### config.mk
export PLATFORM = sky130hd
export DESIGN_NAME = mac_pe_flat
export DESIGN_NICKNAME = d
export VERILOG_FILES = /design/src/rtl/pe_pkg.sv /design/src/rtl/mac_pe_if.sv /design/src/rtl/pe_mult.sv /design/src/rtl/mac_pe.sv /design/src/flat_wrapper.sv
export SDC_FILE = /design/constraint.sdc
export NUM_CORES = 1
export LEC_CHECK = 0
export ABC_AREA = 0
export CAP_MARGIN = 5
export CORE_ASPECT_RATIO = 2
export CORE_MARGIN = 8
export CORE_UTILIZATION = 35
export DETAILED_ROUTE_END_ITERATION = 12
export PLACE_DENSITY = 0.6
export SKIP_LAST_GASP = 1
export SYNTH_ARGS = -nofsm -noshare
export SYNTH_HDL_FRONTEND = slang
export SYNTH_SLANG_ARGS = --single-unit
### constraint.sdc
create_clock -name clk -period 12.37 [get_ports clk]
set_clock_uncertainty 0.05 [all_clocks]
set_input_delay 2.474 -clock clk [delete_from_list [all_inputs] [get_ports clk]]
set_output_delay 2.474 -clock clk [all_outputs]
set_load 0.05 [all_outputs]
### src/rtl/pe_pkg.sv
// Shared widths and types for the MAC processing element.
// The PE_ACC_CLR_EN macro (accumulator restart input) is honoured by mac_pe_if and mac_pe.
package pe_pkg;
    localparam int DATA_W = 16;
    localparam int ACC_W  = 32;

    typedef logic [DATA_W-1:0] operand_t;
    typedef logic [ACC_W-1:0]  acc_t;
endpackage : pe_pkg

### src/rtl/mac_pe_if.sv
// Operand/result bundle for mac_pe; the master drives operands and the slave returns the sum.
// With PE_ACC_CLR_EN defined the bundle also carries the clr restart strobe.
interface mac_pe_if #(
    parameter int DATA_W = pe_pkg::DATA_W,
    parameter int ACC_W  = pe_pkg::ACC_W
);
    logic [DATA_W-1:0] a;
    logic [DATA_W-1:0] b;
    logic [ACC_W-1:0]  c;
`ifdef PE_ACC_CLR_EN
    logic              clr;

    modport master (output a, output b, output clr, input c);
    modport slave  (input a, input b, input clr, output c);
`else
    modport master (output a, output b, input c);
    modport slave  (input a, input b, output c);
`endif
endinterface : mac_pe_if

### src/rtl/pe_mult.sv
// Registered unsigned multiplier stage: the full-width product is zero-extended
// to the accumulator width and cleared by the active-low synchronous reset.
module pe_mult #(
    parameter int DATA_W = pe_pkg::DATA_W,
    parameter int ACC_W  = pe_pkg::ACC_W
) (
    input  logic              clk,
    input  logic              rst,
    input  logic [DATA_W-1:0] i_a,
    input  logic [DATA_W-1:0] i_b,
    output logic [ACC_W-1:0]  o_prod
);
    logic [2*DATA_W-1:0] w_full;
    logic [ACC_W-1:0]    r_prod;

    // Widen before multiplying so the full 2*DATA_W product is kept.
    assign w_full = (2*DATA_W)'(i_a) * (2*DATA_W)'(i_b);

    always_ff @(posedge clk) begin
        if (!rst) begin
            r_prod <= '0;
        end else begin
            r_prod <= ACC_W'(w_full);
        end
    end

    assign o_prod = r_prod;
endmodule : pe_mult

### src/rtl/mac_pe.sv
// Two-stage multiply-accumulate element: product register, then a wrapping accumulator.
// Optional PE_ACC_CLR_EN adds clr, which restarts the sum from the pipelined product.
module mac_pe
    import pe_pkg::*;
#(
    parameter int DATA_W = pe_pkg::DATA_W,
    parameter int ACC_W  = pe_pkg::ACC_W
) (
    input  logic     clk,
    input  logic     rst,
    mac_pe_if.slave  bus
);
    logic [ACC_W-1:0] w_prod;
    logic [ACC_W-1:0] w_acc_next;
    logic [ACC_W-1:0] r_acc;

    pe_mult #(
        .DATA_W (DATA_W),
        .ACC_W  (ACC_W)
    ) u_mult (
        .clk    (clk),
        .rst    (rst),
        .i_a    (bus.a),
        .i_b    (bus.b),
        .o_prod (w_prod)
    );

    // Accumulation wraps modulo 2^ACC_W by plain truncating addition.
    always_comb begin
        w_acc_next = r_acc + w_prod;
`ifdef PE_ACC_CLR_EN
        if (bus.clr) begin
            w_acc_next = w_prod;
        end
`endif
    end

    always_ff @(posedge clk) begin
        if (!rst) begin
            r_acc <= '0;
        end else begin
            r_acc <= w_acc_next;
        end
    end

    assign bus.c = r_acc;
endmodule : mac_pe

### src/flat_wrapper.sv
// flat-port wrapper written by rule: the top's interface ports become plain ports
module mac_pe_flat import pe_pkg::*;
#(
    parameter int DATA_W = pe_pkg::DATA_W,
    parameter int ACC_W  = pe_pkg::ACC_W
)
  (clk, rst, bus_a, bus_b, bus_c);
  mac_pe_if #(.DATA_W(DATA_W), .ACC_W(ACC_W)) bus_i ();
  input  logic clk;
  input  logic rst;
  input wire logic [$bits(bus_i.a)-1:0] bus_a;
  input wire logic [$bits(bus_i.b)-1:0] bus_b;
  output wire logic [$bits(bus_i.c)-1:0] bus_c;
  assign bus_i.a = bus_a;
  assign bus_i.b = bus_b;
  assign bus_c = bus_i.c;
  mac_pe #(.DATA_W(DATA_W), .ACC_W(ACC_W)) u_core (.clk(clk), .rst(rst), .bus(bus_i));
endmodule
==> impl_metrics.env, run 1 <==
export IMPL_mostFrequentLayoutCell="inv_1"
export IMPL_nets=1785
export IMPL_ios=66
export IMPL_synthArstFlopShare_pct=0
export IMPL_grt_pass1_vias=10420
export IMPL_syn_mean_instance_area_um2=8.59
export IMPL_rsz0062_at_grt="no"
export IMPL_cts_resized_gates=0
export IMPL_setup_viol=0
export IMPL_drtPass1Iterations=5
export IMPL_postCtsSetupRepairBufs=0
export IMPL_dieWidth_um=147
export IMPL_crit_type="in -> reg"
export IMPL_relSlewSlack_pct=44.6
export IMPL_synth_seq_area_share_pct=10.7
export IMPL_crit_required_ns=12.54
export IMPL_hpwlAfterDp_um=26500
export IMPL_cp_end_kind="register"
export IMPL_mostFrequentLayoutCells="260 x inv_1, 195 x fa_1, 174 x nand2_1"
export IMPL_grt_max_degree=36
export IMPL_gr_total_overflow=0
export IMPL_ant_nets=0
export IMPL_path_clk_slew_ns=0.06
export IMPL_synth_cells=1397
export IMPL_synth_distinct_cells=72
export IMPL_root_buffer="clkbuf_16"
export IMPL_cts_tree="yes"
export IMPL_clock_fmax_mhz=115
export IMPL_clock_path_buffers=2
export IMPL_yosys_register_bits=64
export IMPL_synth_main_ff_cell="dfxtp_1"
export IMPL_synth_edf_count=0
export IMPL_cp_arrival_ns=8.87
export IMPL_drtIter0Drc=360
export IMPL_totalWireLength_um=31100
export IMPL_core_area_mm2=0.0341
export IMPL_dieHeight_um=278
export IMPL_cts_hold_buf=0
export IMPL_worstMarginPinSlew_ns=0.828
export IMPL_initial_core_util_pct=35.2
export IMPL_dieArea_mm2=0.0408
export IMPL_grt_util_all_layers_pct=15.6
export IMPL_clock_latency_ns=0.34
export IMPL_cts_buffers_inserted=9
export IMPL_worstHoldPathType="reg -> reg"
export IMPL_drv_slew=0
export IMPL_vias=9390
export IMPL_gp_congestion=0.886
export IMPL_vias_per_cell=5.03
export IMPL_status="completed"
export IMPL_post_route_drc_count=0
export IMPL_h_tree_depth=3
export IMPL_cap_violations=0
export IMPL_portBuffers=65
export IMPL_synth_warnings=0
export IMPL_area_growth_pct=10.8
export IMPL_wl_per_cell_um=16.6
export IMPL_antenna_found_initial=0
export IMPL_period_share_pct=70.3
export IMPL_diodes=0
export IMPL_tns_ns=0
export IMPL_synthesis_nets=1761
export IMPL_cts_sinks=64
export IMPL_cp_max_fo=16
export IMPL_fin_crit_ns=8.70
export IMPL_drive_above_1_share_pct=2.32
export IMPL_grt_pass1_wl_um=51400
export IMPL_hold_viol=0
export IMPL_num_fill_cells=3530
export IMPL_rows=96
export IMPL_start_kind="input pin"
export IMPL_syn_area_mm2=0.0120
[logic make-up (layout without fill, tap and decap cells)]
| family | after synthesis | after routing | synth area share (%) |
|---|---|---|---|
| muxes | 8 | 8 | 0.667 |
| xor gates and xnor gates | 38 | 38 | 2.77 |
| DFF | 64 | 64 | 10.7 |
| and+or+nand+nor | 458 | 458 | 18.9 |
| buffers and inverters | 315 | 343 | 10.1 |
| adders and majority gates | 330 | 330 | 46.6 |
| AOI/OAI and AO/OA | 184 | 184 | 10.3 |
[flip-flops by register name, indices dropped and copies added, names as in the netlist]
register / cells
u_core.u_mult.o_prod: 32
u_core.bus.c: 32
[cell type report]
cell class                      count  area (µm²)  area share [%]
Inverter                          260         976            7.34
Tap cell                          441         552            4.15
Clock buffer                       12         267            2.00
Sequential cell                    64        1280            9.64
Timing Repair Buffer               68         673            5.06
Multi-Input combinational cell   1018        9500            71.5
Clock inverter                      3        40.0           0.301
[metal layers]
| metal | GRT usage (%) | part of all wire (%) | vias to the layer above |
|---|---|---|---|
| met5 | 0 | 0 | - |
| met4 | 8.41 | 4.4 | 0 |
| met3 | 1.50 | 2.9 | 86 |
| met2 | 31.6 | 58 | 214 |
| met1 | 14.7 | 35 | 4652 |
| li1 | - | - | 4438 |
[path summary, 6_finish.rpt]
| kind | startpoint | end | slack (ns) | depth (start not counted) |
|---|---|---|---|---|
| setup / recovery | bus_b[7] | u_core.u_mult.o_prod[28] | 3.67 | 22 |
| hold / removal | u_core.u_mult.o_prod[0] | u_core.bus.c[0] | 0.50 | 2 |
| setup reg to reg | u_core.bus.c[0] | u_core.bus.c[30] | 9.43 | 11 |
| hold reg to reg | u_core.u_mult.o_prod[0] | u_core.bus.c[0] | 0.50 | 2 |
[per-stage QoR]
stage	area, µm²	utilization [%]	hold slack, ns	instances	setup slack (ns)
final	13300	39.0	0.495	1866	3.67
after global routing	13300	39.0	0.519	1866	3.33
after CTS	13300	39.0	0.504	1866	3.67
after detailed placement	13000	38.1	0.491	1851	3.31
after global placement	13000	38.1	0.481	1851	3.37
after floorplan	12000	-	0.472	1397	4.54
[cell usage after synthesis (8+ instances only)]
library cell | count | area [µm²]
nand2b_1 | 8 | 50.1
clkbuf_1 | 44 | 165
a21oi_1 | 56 | 280
and2_1 | 133 | 832
xnor2_1 | 22 | 193
nand2_1 | 174 | 653
nor2_1 | 59 | 221
xor2_1 | 16 | 140
nand4_1 | 10 | 62.6
fa_1 | 195 | 3900
o21ai_0 | 32 | 160
o21a_1 | 9 | 67.6
dfxtp_1 | 64 | 1280
inv_1 | 260 | 976
a31oi_1 | 9 | 56.3
a211oi_1 | 11 | 82.6
a21o_1 | 19 | 143
nor3_1 | 16 | 80.1
nand3_1 | 21 | 105
ha_1 | 135 | 1690
mux2i_1 | 8 | 80.1
[critical path, cell delays in order]
cell	delay, ns
clkdlybuf4s50_1	0.96
nand2_1	0.18
fa_1	0.56
inv_1	0.05
fa_1	0.54
inv_1	0.07
fa_1	0.53
inv_1	0.05
fa_1	0.45
fa_1	0.49
inv_1	0.05
fa_1	0.48
inv_1	0.04
ha_1	0.34
nand2_1	0.12
o211ai_1	0.20
o211ai_1	0.17
o21a_1	0.22
and2_1	0.18
o21ai_0	0.42
and2_1	0.20
o211ai_1	0.09
Power of run 1 is not shown: default switching activity piles up to over one toggle a cycle in this logic, so the estimate is an artifact.
==> inputs of run 2 (changes only) <==
Settings changed: PLACE_DENSITY 0.6 to 0.62.
Clock period 12.37 ns to 7.9 ns, I/O delays scaled along.
==> impl_metrics.env, run 2 (same netlist as run 1, synthesis figures left out) <==
export IMPL_diodes=0
export IMPL_ios=66
export IMPL_core_area_mm2=0.0341
export IMPL_post_dp_cell_area_mm2=0.0133
export IMPL_vias=9442
export IMPL_clock_fmax_mhz=134
export IMPL_rows=96
export IMPL_period_share_pct=94.3
export IMPL_rsz0062_at_grt="no"
export IMPL_status="completed"
export IMPL_stdcell_count=1909
export IMPL_gp_congestion=0.885
export IMPL_wl_per_cell_um=16.3
export IMPL_vias_per_cell=4.95
export IMPL_cp_max_fo=12
export IMPL_cts_hold_buf=0
export IMPL_initial_core_util_pct=35.2
export IMPL_crit_type="in -> reg"
export IMPL_grt_pass1_vias=10520
export IMPL_dieWidth_um=147
export IMPL_fin_crit_ns=7.45
export IMPL_post_place_cells=1893
export IMPL_start_kind="input pin"
export IMPL_cap_violations=0
export IMPL_h_tree_depth=3
export IMPL_dieHeight_um=278
export IMPL_grt_pass1_wl_um=51500
export IMPL_grt_util_all_layers_pct=15.6
export IMPL_cts_tree="yes"
export IMPL_setup_viol=0
export IMPL_clock_latency_ns=0.34
export IMPL_grt_max_degree=36
export IMPL_post_route_drc_count=0
export IMPL_ant_nets=0
export IMPL_final_area_mm2=0.0136
export IMPL_hpwlAfterDp_um=27300
export IMPL_cts_buffers_inserted=9
export IMPL_postCtsSetupRepairBufs=0
export IMPL_antenna_found_initial=0
export IMPL_portBuffers=65
export IMPL_drv_slew=0
export IMPL_area_growth_pct=13.4
export IMPL_crit_required_ns=8.13
export IMPL_relSlewSlack_pct=47.1
export IMPL_worstHoldPathType="reg -> reg"
export IMPL_cp_arrival_ns=7.68
export IMPL_hold_viol=0
export IMPL_gr_total_overflow=0
export IMPL_mostFrequentLayoutCell="inv_1"
export IMPL_mostFrequentLayoutCells="260 x inv_1, 195 x fa_1, 174 x nand2_1"
export IMPL_cts_resized_gates=0
export IMPL_root_buffer="clkbuf_16"
export IMPL_cp_end_kind="register"
export IMPL_clock_path_buffers=2
export IMPL_path_clk_slew_ns=0.05
export IMPL_totalWireLength_um=31000
export IMPL_nets=1827
export IMPL_cts_sinks=64
export IMPL_dieArea_mm2=0.0408
export IMPL_drive_above_1_share_pct=4.97
export IMPL_worstMarginPinSlew_ns=0.792
export IMPL_drtPass1Iterations=4
export IMPL_drtIter0Drc=342
export IMPL_tns_ns=0
==> run 2: cell types whose count changed in the layout (fill, tap and decap cells not counted), sizes merged <==
cell,before,now
clkinv,2,3
buf,3,45
==> run 2: final timing paths <==
check / from / to / slack [ns] / cells after the start
setup / recovery: bus_b[6] / u_core.u_mult.o_prod[26] / 0.45 / 21
hold / removal: u_core.u_mult.o_prod[0] / u_core.bus.c[0] / 0.50 / 2
setup reg to reg: u_core.bus.c[0] / u_core.bus.c[30] / 4.91 / 11
hold reg to reg: u_core.u_mult.o_prod[0] / u_core.bus.c[0] / 0.50 / 2
==> run 2: critical path: stages <==
cell	delay [ns]
clkdlybuf4s50_1	0.70
and2_1	0.33
fa_1	0.48
inv_1	0.05
fa_1	0.47
inv_1	0.05
fa_1	0.48
fa_1	0.51
fa_1	0.49
inv_1	0.05
fa_1	0.47
inv_1	0.04
ha_1	0.36
nand2_1	0.11
o211ai_1	0.21
o211ai_1	0.17
o21a_1	0.21
a21oi_1	0.24
a21oi_1	0.13
or4b_1	0.47
nand3_1	0.07
==> run 2: per-stage QoR <==
stage,setup WS [ns],util (%),hold slack [ns]
2_1_floorplan,0.967,-,0.472
3_3_place_gp,0.170,39.1,0.481
3_5_place_dp,0.0991,39.1,0.494
4_1_cts,0.443,39.9,0.506
5_1_grt,0.169,39.9,0.529
6_report,0.454,39.9,0.497
==> run 2: final cells by class <==
class                      instances  area (µm²)
sequential                        64        1280
fill                            3526       20500
timing repair buffer             110        1010
tap                              441         552
multi-input combinational       1018        9500
clock inverter                     4        45.0
clock buffer                      12         236
inverter                         260         976
==> run 2: metal layers <==
metal / vias up / wire length [µm] / GRT usage (%)
met1: 4649 / 11000 / 14.8
li1: 4524 / - / -
met2: 183 / 17700 / 31.3
met4: 0 / 1610 / 9.10
met3: 86 / 645 / 1.34
met5: - / 0 / 0
Power of run 2 is left out for the same reason.
==> inputs of run 3 (changes only) <==
Settings changed: CTS_CLUSTER_DIAMETER set to 200, GPL_ROUTABILITY_DRIVEN set to 1.
Clock period 7.9 ns to 6.3 ns, I/O delays scaled along.
==> impl_metrics.env, run 3 (same netlist as run 1, synthesis figures left out) <==
export IMPL_status="completed"
export IMPL_rsz0062_at_grt="yes"
export IMPL_vias=10168
export IMPL_drv_slew=0
export IMPL_root_buffer="clkbuf_16"
export IMPL_setup_viol=0
export IMPL_cp_max_fo=4
export IMPL_cpLargestDelayFamily="adder cells"
export IMPL_dieHeight_um=278
export IMPL_path_common_cell="fa_1"
export IMPL_gp_congestion=0.927
export IMPL_top_usage_layer="met2"
export IMPL_grt_util_all_layers_pct=16.6
export IMPL_mostFrequentLayoutCell="inv_1"
export IMPL_post_place_cells=2008
export IMPL_dieArea_mm2=0.0408
export IMPL_drive_above_1_share_pct=24.0
export IMPL_grt_max_degree=36
export IMPL_vias_per_cell=4.92
export IMPL_ios=66
export IMPL_gr_total_overflow=0
export IMPL_diodes=0
export IMPL_crit_type="in -> reg"
export IMPL_cts_buffers_inserted=9
export IMPL_slowest_delay_ns=0.55
export IMPL_fin_crit_ns=6.30
export IMPL_hold_slack_ns=0.506
export IMPL_path_cells="buf_12 > buf_16 > and2_4 > fa_1 > inv_2 > fa_1 > inv_2 > fa_1 > fa_1 > fa_1 > inv_1 > fa_1 > inv_2 > ha_4 > nand2_4 > o211ai_1 > o211ai_1 > o21a_1 > a21oi_2 > a21oi_2 > or4b_1 > nand3_1"
export IMPL_r2r_cells=11
export IMPL_grt_util_met2_pct=33.8
export IMPL_dieWidth_um=147
export IMPL_initial_core_util_pct=35.2
export IMPL_drtPass1Iterations=4
export IMPL_cts_sinks=64
export IMPL_post_route_drc_count=0
export IMPL_worstMarginPinSlew_ns=0.847
export IMPL_crit_buf_inv=6
export IMPL_cp_end_kind="register"
export IMPL_drtIter0Drc=360
export IMPL_totalWireLength_um=33700
export IMPL_clock_fmax_mhz=159
export IMPL_crit_start="bus_a[5]"
export IMPL_start_kind="input pin"
export IMPL_grt_pass1_wl_um=54200
export IMPL_clock_path_buffers=2
export IMPL_hpwlAfterDp_um=28500
export IMPL_portBuffers=65
export IMPL_cap_violations=0
export IMPL_grt_pass1_vias=11350
export IMPL_path_depth=22
export IMPL_clock_latency_ns=0.35
export IMPL_wl_per_cell_um=16.3
export IMPL_cts_tree="yes"
export IMPL_mostFrequentLayoutCells="234 x inv_1, 182 x fa_1, 154 x buf_4"
export IMPL_worstHoldPathType="reg -> reg"
export IMPL_core_area_mm2=0.0341
export IMPL_nets=1985
export IMPL_h_tree_depth=3
export IMPL_tns_ns=0
export IMPL_fin_util_pct=45.8
export IMPL_period_share_pct=100
export IMPL_hold_viol=0
export IMPL_r2r_start="u_core.bus.c[0]"
export IMPL_met3_usage_pct=1.26
export IMPL_crit_required_ns=6.54
export IMPL_regToRegSetupSlack_ns=3.29
export IMPL_crit_path_end="u_core.u_mult.o_prod[26]"
export IMPL_gr_usage_met1_pct=14.6
export IMPL_cp_arrival_ns=6.53
export IMPL_area_growth_pct=30.3
export IMPL_relSlewSlack_pct=43.4
export IMPL_path_clk_slew_ns=0.05
export IMPL_rows=96
export IMPL_antenna_found_initial=0
export IMPL_ant_nets=0
export IMPL_crit_slowest_cell="fa_1"
export IMPL_stdcell_count=2067
export IMPL_r2r_end="u_core.bus.c[30]"
[run 3: layout make-up]
type / count / area (µm²)
multi-input cells: 1018 / 10100
inverters: 260 / 976
clock inverters: 5 / 81.3
flip-flops and latches: 64 / 1280
fillers: 3296 / 18500
clock buffers: 11 / 233
well taps: 441 / 552
repair buffers: 268 / 2440
[run 3: how the worst min path moves through the flow]
stage	start	endpoint	slack, ns	cells past startpoint
2_1_floorplan	u_core.u_mult.o_prod[0]	u_core.bus.c[0]	0.47	2
3_3_place_gp	u_core.u_mult.o_prod[0]	u_core.bus.c[0]	0.48	2
3_5_place_dp	u_core.u_mult.o_prod[0]	u_core.bus.c[0]	0.49	2
4_1_cts	u_core.u_mult.o_prod[0]	u_core.bus.c[0]	0.51	2
5_1_grt	u_core.u_mult.o_prod[0]	u_core.bus.c[0]	0.54	2
6_report	u_core.u_mult.o_prod[0]	u_core.bus.c[0]	0.51	2
[run 3: per-layer routing]
layer,vias up,routed length [µm]
met2,190,19700
met1,5047,11100
met3,95,724
met5,-,0
li1,4836,-
met4,0,2070
[run 3: metrics by stage]
stage          area [µm²]  setup slack (ns)
2_1_floorplan       12100           -0.0535
3_3_place_gp        14300            -0.874
3_5_place_dp        14300            -0.924
4_1_cts             15200            -0.144
5_1_grt             15600            -0.204
6_report            15600           0.00306
[run 3: what timing repair did]
item	in CTS	in global routing
gates resized for setup	152	171
setup endpoints to repair	19	17
pin swaps	51	100
hold buffers	0	0
gates cloned	2	0
buffers inserted	32	18
[run 3: worst min-delay path, stage by stage (launching register included)]
cell     delay (ns)
dfxtp_1        0.31
ha_1           0.11
and2_1         0.11
Power of run 3 is left out for the same reason.
